$ cat config.mk
export PLATFORM = sky130hd
export DESIGN_NAME = dot_product_stream
export DESIGN_NICKNAME = d
export VERILOG_FILES = /design/src/rtl/dp_pkg.sv /design/src/rtl/dp_mac.sv /design/src/rtl/dot_product_stream.sv
export SDC_FILE = /design/constraint.sdc
export NUM_CORES = 1
export LEC_CHECK = 0
export ABC_AREA = 1
export BUFFER_PORTS_ARGS = -buffer_cell sky130_fd_sc_hd__clkbuf_2
export CELL_PAD_IN_SITES_DETAIL_PLACEMENT = 1
export CELL_PAD_IN_SITES_GLOBAL_PLACEMENT = 1
export CORE_ASPECT_RATIO = 0.9
export CORE_MARGIN = 5
export CORE_UTILIZATION = 40
export CTS_CLUSTER_DIAMETER = 60
export DETAILED_ROUTE_END_ITERATION = 12
export HOLD_SLACK_MARGIN = 0.1
export PLACE_DENSITY_LB_ADDON = 0.3
export SYNTH_ARGS = -nofsm -noshare
export SYNTH_HDL_FRONTEND = slang
export SYNTH_SLANG_ARGS = --single-unit
$ cat constraint.sdc
create_clock -name clk -period 5.1 [get_ports clk]
set_input_delay 0.255 -clock clk [delete_from_list [all_inputs] [get_ports clk]]
set_output_delay 0.255 -clock clk [all_outputs]
set_load 0.02 [all_outputs]
$ cat src/rtl/dp_pkg.sv
// Shared types and width helpers for the streaming dot-product engine.
package dp_pkg;

    typedef enum logic [1:0] {
        IDLE  = 2'd0,
        ACCUM = 2'd1,
        DONE  = 2'd2
    } dp_state_t;

    // Result width: full product width plus enough guard bits for vec_len sums.
    function automatic int dp_out_w(input int data_w, input int vec_len);
        return 2 * data_w + $clog2(vec_len);
    endfunction

    // Element index width; a single-pair vector still needs a 1-bit index port.
    localparam int DP_MIN_IDX_W = 1;

    function automatic int dp_idx_w(input int vec_len);
        return (vec_len > 1) ? $clog2(vec_len) : DP_MIN_IDX_W;
    endfunction

endpackage

$ cat src/rtl/dp_mac.sv
// Combinational multiply-accumulate step: product of a and b, extended to
// the accumulator width as signed or unsigned, added to acc_in (or to zero
// on the first pair of a vector).
module dp_mac #(
    parameter int DATA_W = 8,
    parameter int OUT_W  = 18
) (
    input  logic [DATA_W-1:0] a,
    input  logic [DATA_W-1:0] b,
    input  logic [OUT_W-1:0]  acc_in,
    input  logic              mode,
    input  logic              first,
    output logic [OUT_W-1:0]  acc_out
);

    logic signed [2*DATA_W-1:0] prod_s;
    logic        [2*DATA_W-1:0] prod_u;
    logic        [OUT_W-1:0]    prod_ext;
    logic        [OUT_W-1:0]    acc_base;

    assign prod_s = $signed(a) * $signed(b);
    assign prod_u = a * b;

    // Extend the product to accumulator width according to the vector's mode.
    always_comb begin
        prod_ext = '0;
        if (mode) begin
            prod_ext = OUT_W'(prod_s);
        end else begin
            prod_ext = OUT_W'(prod_u);
        end
    end

    assign acc_base = first ? '0 : acc_in;
    assign acc_out  = acc_base + prod_ext;

endmodule

$ cat src/rtl/dot_product_stream.sv
// Streaming dot-product engine: accepts VEC_LEN (a, b) pairs over a
// valid/ready input, accumulates sum(a*b) in the mode sampled on the first
// pair, and holds the registered result on a valid/ready output.
//
// state | meaning
// ------+--------------------------------------------------------------
// IDLE  | waiting for the first pair; samples in_signed into mode_q
// ACCUM | accepting pairs 2..VEC_LEN; bubbles hold acc and idx
// DONE  | result on dout with out_valid; input stalled until handshake
module dot_product_stream
    import dp_pkg::*;
#(
    parameter int DATA_W  = 8,
    parameter int VEC_LEN = 3,
    parameter int OUT_W   = dp_out_w(DATA_W, VEC_LEN)
) (
    input  logic                         clk,
    input  logic                         resetn,
    input  logic                         in_valid,
    output logic                         in_ready,
    input  logic [DATA_W-1:0]            a_in,
    input  logic [DATA_W-1:0]            b_in,
    input  logic                         in_signed,
    output logic                         out_valid,
    input  logic                         out_ready,
    output logic [OUT_W-1:0]             dout,
    output logic [dp_idx_w(VEC_LEN)-1:0] elem_idx
);

    localparam int               IDX_W    = dp_idx_w(VEC_LEN);
    localparam logic [IDX_W-1:0] IDX_LAST = IDX_W'(VEC_LEN - 1);

    dp_state_t          state_q, state_d;
    logic [OUT_W-1:0]   acc_q;
    logic [IDX_W-1:0]   idx_q;
    logic               mode_q;

    logic               in_xfer;
    logic               last_pair;
    logic               mac_mode;
    logic               mac_first;
    logic [OUT_W-1:0]   mac_sum;

    // in_ready depends only on state, never on out_ready.
    assign in_xfer   = in_valid && (state_q != DONE);
    assign last_pair = (state_q == IDLE) ? (VEC_LEN == 1) : (idx_q == IDX_LAST);
    assign mac_first = (state_q == IDLE);
    assign mac_mode  = (state_q == IDLE) ? in_signed : mode_q;

    dp_mac #(
        .DATA_W (DATA_W),
        .OUT_W  (OUT_W)
    ) u_mac (
        .a       (a_in),
        .b       (b_in),
        .acc_in  (acc_q),
        .mode    (mac_mode),
        .first   (mac_first),
        .acc_out (mac_sum)
    );

    // State register.
    always_ff @(posedge clk or negedge resetn) begin
        if (!resetn) begin
            state_q <= IDLE;
        end else begin
            state_q <= state_d;
        end
    end

    // Next-state and handshake outputs.
    always_comb begin
        state_d   = state_q;
        in_ready  = 1'b0;
        out_valid = 1'b0;
        case (state_q)
            IDLE: begin
                in_ready = 1'b1;
                if (in_valid) begin
                    state_d = last_pair ? DONE : ACCUM;
                end
            end
            ACCUM: begin
                in_ready = 1'b1;
                if (in_valid && last_pair) begin
                    state_d = DONE;
                end
            end
            DONE: begin
                out_valid = 1'b1;
                if (out_ready) begin
                    state_d = IDLE;
                end
            end
            default: begin
                state_d = IDLE;
            end
        endcase
    end

    // Accumulator, element counter and per-vector mode; all updated only on a transfer.
    always_ff @(posedge clk or negedge resetn) begin
        if (!resetn) begin
            acc_q  <= '0;
            idx_q  <= '0;
            mode_q <= 1'b0;
        end else if (in_xfer) begin
            acc_q <= mac_sum;
            if (state_q == IDLE) begin
                mode_q <= in_signed;
            end
            idx_q <= last_pair ? '0 : idx_q + IDX_W'(1);
        end
    end

    assign dout     = acc_q;
    assign elem_idx = idx_q;

endmodule
==> flow_metrics.py, run 1 <==
metrics = {
    "timing": {
        "fmax_mhz": 188,
        "rsz0062_at_grt": "yes",
        "fin_ws_ps": -232,
        "slew_headroom_pct": 54.6,
        "slew_violations": 0,
        "setup_viol": 7,
        "post-route-min-period_ps": 5330,
        "worst_pin_slew_ps": 679,
        "hold_viol": 0,
        "clock_skew_ps": 6.68,
        "finalCritPeriodShare_pct": 105,
    },
    "floorplanning": {
        "fp.dieArea_sq_um": 18700,
        "core-area_sq_um": 16000,
        "fp-row-count": 44,
        "die_x_um": 144,
        "initial_core_util_pct": 40.3,
        "die_h_um": 130,
        "io_pins": 43,
    },
    "global_routing": {
        "grt_overflow": 0,
        "grt_pass1_wl_um": 32900,
        "antenna_found_initial": 0,
        "grt_pass1_vias": 6927,
        "grt_use_total_pct": 21.7,
        "gr-usage-met2_pct": 40.9,
        "grtUsageMet3_pct": 2.09,
        "grt_max_degree": 27,
        "grt.busiest_layer": "met2",
        "grtUsageMet1_pct": 27.6,
    },
    "clock_network": {
        "htree_levels": 1,
        "cts.sinks": 23,
        "cts_tree": "done",
        "cts_buffers": 3,
        "insertion_delay_ps": 270,
        "cts_max_path_buffers": 2,
        "cts_root_buf": "clkbuf_16",
        "clkSlewWorstSetupHoldPaths_ps": 70,
    },
    "synthesis": {
        "avgSynthCellArea_sq_um": 7.09,
        "syn_inst": 907,
        "synth_nets": 1089,
        "ys_seq_area_share_pct": 8.95,
        "yosys.area.top_type": "fa_1",
        "ys_types": 42,
        "synthTopCellsByArea": "fa_1 27%, inv_1 15%, ha_1 15%",
        "synth_seq_cells": 23,
        "synth_area_sq_um": 6430,
        "synth_top_area_share_pct": 26.8,
        "yosys_warnings": 0,
    },
    "placed_design": {
        "dp_hpwl_um": 16300,
        "portBuffers": 42,
        "gp_congestion": 0.860,
        "pre_cts_slack_ps": -668,
    },
    "route": {
        "wirelength_um": 22700,
        "viasPerCell": 5.01,
        "drt-initial-drc-count": 282,
        "route.vias.total": 6424,
        "drcViolationCount": 0,
        "wl_per_cell_um": 17.8,
        "dr.pass1.iters": 4,
        "ant_nets": 0,
    },
    "run_status": {
        "violations": "negative setup slack",
        "status": "finished, violations left",
    },
    "finish": {
        "areaGrowthSynthToFinish_pct": 38.0,
        "nets": 1257,
        "final_cell_mix": "224 x inv_1, 149 x nand2_1, 139 x buf_4",
        "drive_above_1_share_pct": 36.0,
        "diodes": 0,
        "final_common_cell": "inv_1",
    },
    "worst_setup_path": {
        "arrival_ps": 5540,
        "crit_path_top_delay_cell": "fa_1",
        "crit_fanout": 5,
        "crit_path_max_incr_delay_ps": 600,
        "critPathKind": "in -> reg",
        "cp-start-kind": "primary input",
        "end_kind": "flip-flop",
        "required_ps": 5310,
    },
    "hold_path": {
        "hp-class": "in -> reg",
    },
    "flow_run": {
        "max_cap_violations": 0,
    },
}
## cell families (layout without fill, tap and decap cells)
family | count (synthesis) | count (layout) | synth area share (%)
simple gates | 327 | 327 | 21.8
buf+inv | 283 | 450 | 16.8
fa+ha+maj | 161 | 161 | 41.4
compound gates | 100 | 100 | 9.30
flops | 23 | 23 | 8.95
xor+xnor | 13 | 13 | 1.77
## cell usage after synthesis
| cell | instances |
|---|---|
| o21ai_4 | 1 |
| and3_1 | 1 |
| dfrtp_1 | 23 |
| nand3_1 | 38 |
| clkbuf_1 | 18 |
| nand4_1 | 5 |
| buf_6 | 1 |
| o21ai_2 | 3 |
| o21a_1 | 3 |
| o31ai_1 | 3 |
| nand2_1 | 197 |
| nor3_2 | 3 |
| or2_0 | 1 |
| inv_1 | 255 |
| nor2_2 | 3 |
| a21boi_1 | 1 |
| a211oi_1 | 1 |
| a21oi_2 | 5 |
| ha_1 | 75 |
| or2_2 | 8 |
| o21ai_0 | 24 |
| buf_2 | 4 |
| nor2_4 | 1 |
| buf_4 | 1 |
| nor3_1 | 4 |
| a31oi_1 | 2 |
| o211ai_1 | 1 |
| fa_1 | 86 |
| o21ai_1 | 9 |
| a31oi_2 | 1 |
| or2_1 | 3 |
| xnor2_1 | 7 |
| a21o_1 | 3 |
| inv_4 | 1 |
| a21oi_1 | 34 |
| nand2_2 | 5 |
| o22ai_1 | 5 |
| o21bai_1 | 4 |
| inv_2 | 3 |
| nor2_1 | 53 |
| xor2_1 | 6 |
| nand3_2 | 5 |
## per-layer routing
layer  vias to the layer above  share of wire [%]  wire length (um)
li1                       3038                  -                 -
met1                      3218                 41              9290
met2                       130                 54             12200
met3                        38                3.4               762
met4                         0                2.0               446
met5                         -                  0                 0
## sequential cells by signal (all words and copies together), names as in the netlist
| signal | count |
|---|---|
| elem_idx | 2 |
| mode_q | 1 |
| dout | 18 |
| state_q | 2 |
## layout make-up
type / instances / area [sq um]
Inverter: 259 / 980
Clock buffer: 3 / 75.1
Sequential cell: 23 / 576
Tap cell: 207 / 259
Multi-Input combinational cell: 601 / 5560
Timing Repair Buffer: 187 / 1420
Fill cell: 1987 / 7090
Clock inverter: 1 / 7.51
## critical path, delay by kind of cell
kind	cells	cell delay [ps]
buf+inv	7	700
simple gates	13	1150
compound gates	5	740
fa+ha+maj	6	2670
## through the flow
| stage | utilization [%] | instance area (sq um) | hold slack, ps | instances | TNS, ps |
|---|---|---|---|---|---|
| final | 55.6 | 8870 | 147 | 1281 | -904 |
| after global routing | 55.6 | 8870 | 164 | 1281 | -2490 |
| after CTS | 51.5 | 8220 | 145 | 1276 | -519 |
| after detailed placement | 48.9 | 7810 | 295 | 1259 | -3980 |
| after global placement | 48.9 | 7810 | 291 | 1259 | -3250 |
| after floorplan | - | 6530 | -40.6 | 907 | -44.4 |
## path summary, 6_finish.rpt
path                            startpoint         end  slack (ps)  cells past startpoint
min in group asynchronous           resetn     dout[9]         530                      2
worst min register to register     dout[3]     dout[3]         520                      2
max in group asynchronous           resetn     dout[8]        4170                      2
worst max-delay path               a_in[7]    dout[17]        -230                     31
worst min-delay path             out_ready  state_q[1]         150                      2
worst max register to register  state_q[0]    dout[13]        1640                     15
## repair_timing
| action | in CTS | in global routing |
|---|---|---|
| pin swaps | 34 | 109 |
| setup buffers | 12 | 6 |
| hold endpoints to repair | 23 | 0 |
| gates resized for setup | 50 | 187 |
| hold buffers | 1 | 0 |
| endpoints found under the setup margin | 8 | 9 |
Power of run 1 is left out: the tool's default activity adds up to more than one toggle a clock period on the data nets, which glitch-free logic cannot reach.
==> run 2, diff against run 1 <==
--- a/config.mk
+++ b/config.mk
@@ -16,6 +16,8 @@
 export DETAILED_ROUTE_END_ITERATION = 12
 export HOLD_SLACK_MARGIN = 0.1
 export PLACE_DENSITY_LB_ADDON = 0.3
+export SKIP_LAST_GASP = 1
 export SYNTH_ARGS = -nofsm -noshare
 export SYNTH_HDL_FRONTEND = slang
 export SYNTH_SLANG_ARGS = --single-unit
+export TNS_END_PERCENT = 10
==> run 2 against run 1 <==
Compared with the run above:
- the run still ends with negative setup slack left
- design area decreased by 1.9%
- wire length is 9.9% lower
- non-clock buffer count grew 4
- first-iteration DRC count decreased by 16%
==> flow_metrics.py, run 2 (same netlist as run 1, synthesis figures left out) <==
metrics = {
    "run_status": {
        "status": "finished, violations left",
        "violations": "negative setup slack",
    },
    "floorplanning": {
        "die_x_um": 144,
        "core-area_sq_um": 16000,
        "initial_core_util_pct": 40.3,
        "fp.dieArea_sq_um": 18700,
        "io_pins": 43,
        "die_h_um": 130,
        "fp-row-count": 44,
    },
    "worst_setup_path": {
        "cp-start-kind": "primary input",
        "crit_fanout": 6,
        "end_kind": "flip-flop",
        "critPathKind": "in -> reg",
        "arrival_ps": 5370,
        "required_ps": 5230,
    },
    "finish": {
        "areaGrowthSynthToFinish_pct": 35.3,
        "final_common_cell": "inv_1",
        "post-route-util_pct": 54.5,
        "diodes": 0,
        "largest_reg_flops": 18,
        "drive_above_1_share_pct": 32.7,
        "fin_area_sq_um": 8700,
        "final_cell_mix": "225 x inv_1, 164 x nand2_1, 147 x buf_4",
        "num-fill-cells": 2039,
        "nets": 1261,
    },
    "timing": {
        "worst_pin_slew_ps": 697,
        "slew_headroom_pct": 53.5,
        "rsz0062_at_grt": "yes",
        "fmax_mhz": 191,
        "slew_violations": 0,
        "post-route-min-period_ps": 5240,
        "fin_ws_ps": -136,
        "clock_skew_ps": 8.64,
        "setup_viol": 7,
        "hold_viol": 0,
        "finalCritPeriodShare_pct": 103,
    },
    "placed_design": {
        "gp_congestion": 0.839,
        "placed_cell_area_sq_um": 7860,
        "portBuffers": 42,
        "dp_hpwl_um": 16400,
    },
    "route": {
        "drt-initial-drc-count": 236,
        "dr.pass1.iters": 4,
        "route.vias.total": 6311,
        "wl_per_cell_um": 15.9,
        "wirelength_um": 20500,
        "drcViolationCount": 0,
        "ant_nets": 0,
        "viasPerCell": 4.91,
    },
    "global_routing": {
        "grt_use_total_pct": 21.2,
        "antenna_found_initial": 0,
        "grt_pass1_vias": 6787,
        "gr-usage-met2_pct": 39.5,
        "grt_pass1_wl_um": 32000,
        "grt_max_degree": 27,
        "grt.busiest_layer": "met2",
        "grt_overflow": 0,
        "grtUsageMet3_pct": 2.27,
        "grtUsageMet1_pct": 27.4,
    },
    "hold_path": {
        "hp-class": "in -> reg",
    },
    "clock_network": {
        "cts_buffers": 3,
        "cts_max_path_buffers": 2,
        "cts_root_buf": "clkbuf_16",
        "cts.sinks": 23,
        "clkSlewWorstSetupHoldPaths_ps": 70,
        "cts_tree": "done",
        "insertion_delay_ps": 270,
        "htree_levels": 1,
    },
    "flow_run": {
        "max_cap_violations": 0,
    },
}
-- run 2: changes by cell type in the layout (fill, tap and decap cells not counted), moves of 5 or more --
cell | previous run | this run
nand2_1 | 149 | 164
nand2_2 | 42 | 31
nor2_1 | 39 | 48
a21oi_1 | 17 | 25
buf_4 | 139 | 147
buf_6 | 15 | 7
a21oi_4 | 8 | 3
nor2_2 | 13 | 8
-- run 2: final timing paths --
| kind | slack (ps) | cells after the start | startpoint | endpoint |
|---|---|---|---|---|
| max in group asynchronous | 4200 | 2 | resetn | dout[8] |
| max reg2reg | 1820 | 16 | state_q[0] | dout[9] |
| max | -140 | 28 | b_in[3] | dout[13] |
| min in group asynchronous | 520 | 2 | resetn | dout[9] |
| min | 150 | 2 | out_ready | state_q[1] |
| min reg2reg | 520 | 2 | dout[5] | dout[5] |
-- run 2: layer usage --
layer	vias to the layer above	wire (um)
li1	3041	-
met1	3175	8870
met2	81	10900
met3	14	610
met4	0	126
met5	-	0
-- run 2: timing repair --
action,4_1_cts,5_1_grt
hold buffers,1,0
endpoints found under the hold margin,23,0
pin swaps,41,80
gates resized for setup,57,117
setup buffers,7,7
setup endpoints to repair,8,9
-- run 2: metrics by stage --
step	setup TNS (ps)	std cells	hold WS, ps	setup WS (ps)
6_report	-503	1285	151	-136
5_1_grt	-2010	1285	161	-329
4_1_cts	-644	1278	150	-143
3_5_place_dp	-5230	1266	282	-788
3_3_place_gp	-3300	1266	288	-546
2_1_floorplan	-49.5	907	-40.6	-26.5
-- run 2: cell type report --
cell class                      count  area [sq um]  share of cell area [%]
Sequential cell                    23           576                    6.61
Timing Repair Buffer              191          1430                    16.5
Clock inverter                      1          7.51                  0.0863
Multi-Input combinational cell    601          5370                    61.7
Inverter                          259           980                    11.3
Clock buffer                        3          75.1                   0.863
Tap cell                          207           259                    2.98
-- run 2: worst max-delay path: stages --
cell	delay (ps)
buf_4	150
nand2_2	90
inv_2	40
fa_1	520
inv_2	60
fa_1	550
inv_2	40
fa_1	520
inv_2	50
fa_1	520
inv_2	60
ha_4	320
nand3_4	90
nand2_4	90
inv_2	40
nor2_2	100
nor2_1	60
o21bai_1	230
xnor2_2	130
o22ai_4	200
ha_4	250
a21oi_2	150
o21a_1	200
nand3_2	120
a21o_1	200
or2_1	210
nand3_1	70
o21ai_1	60
Power of run 2 is left out for the same reason.
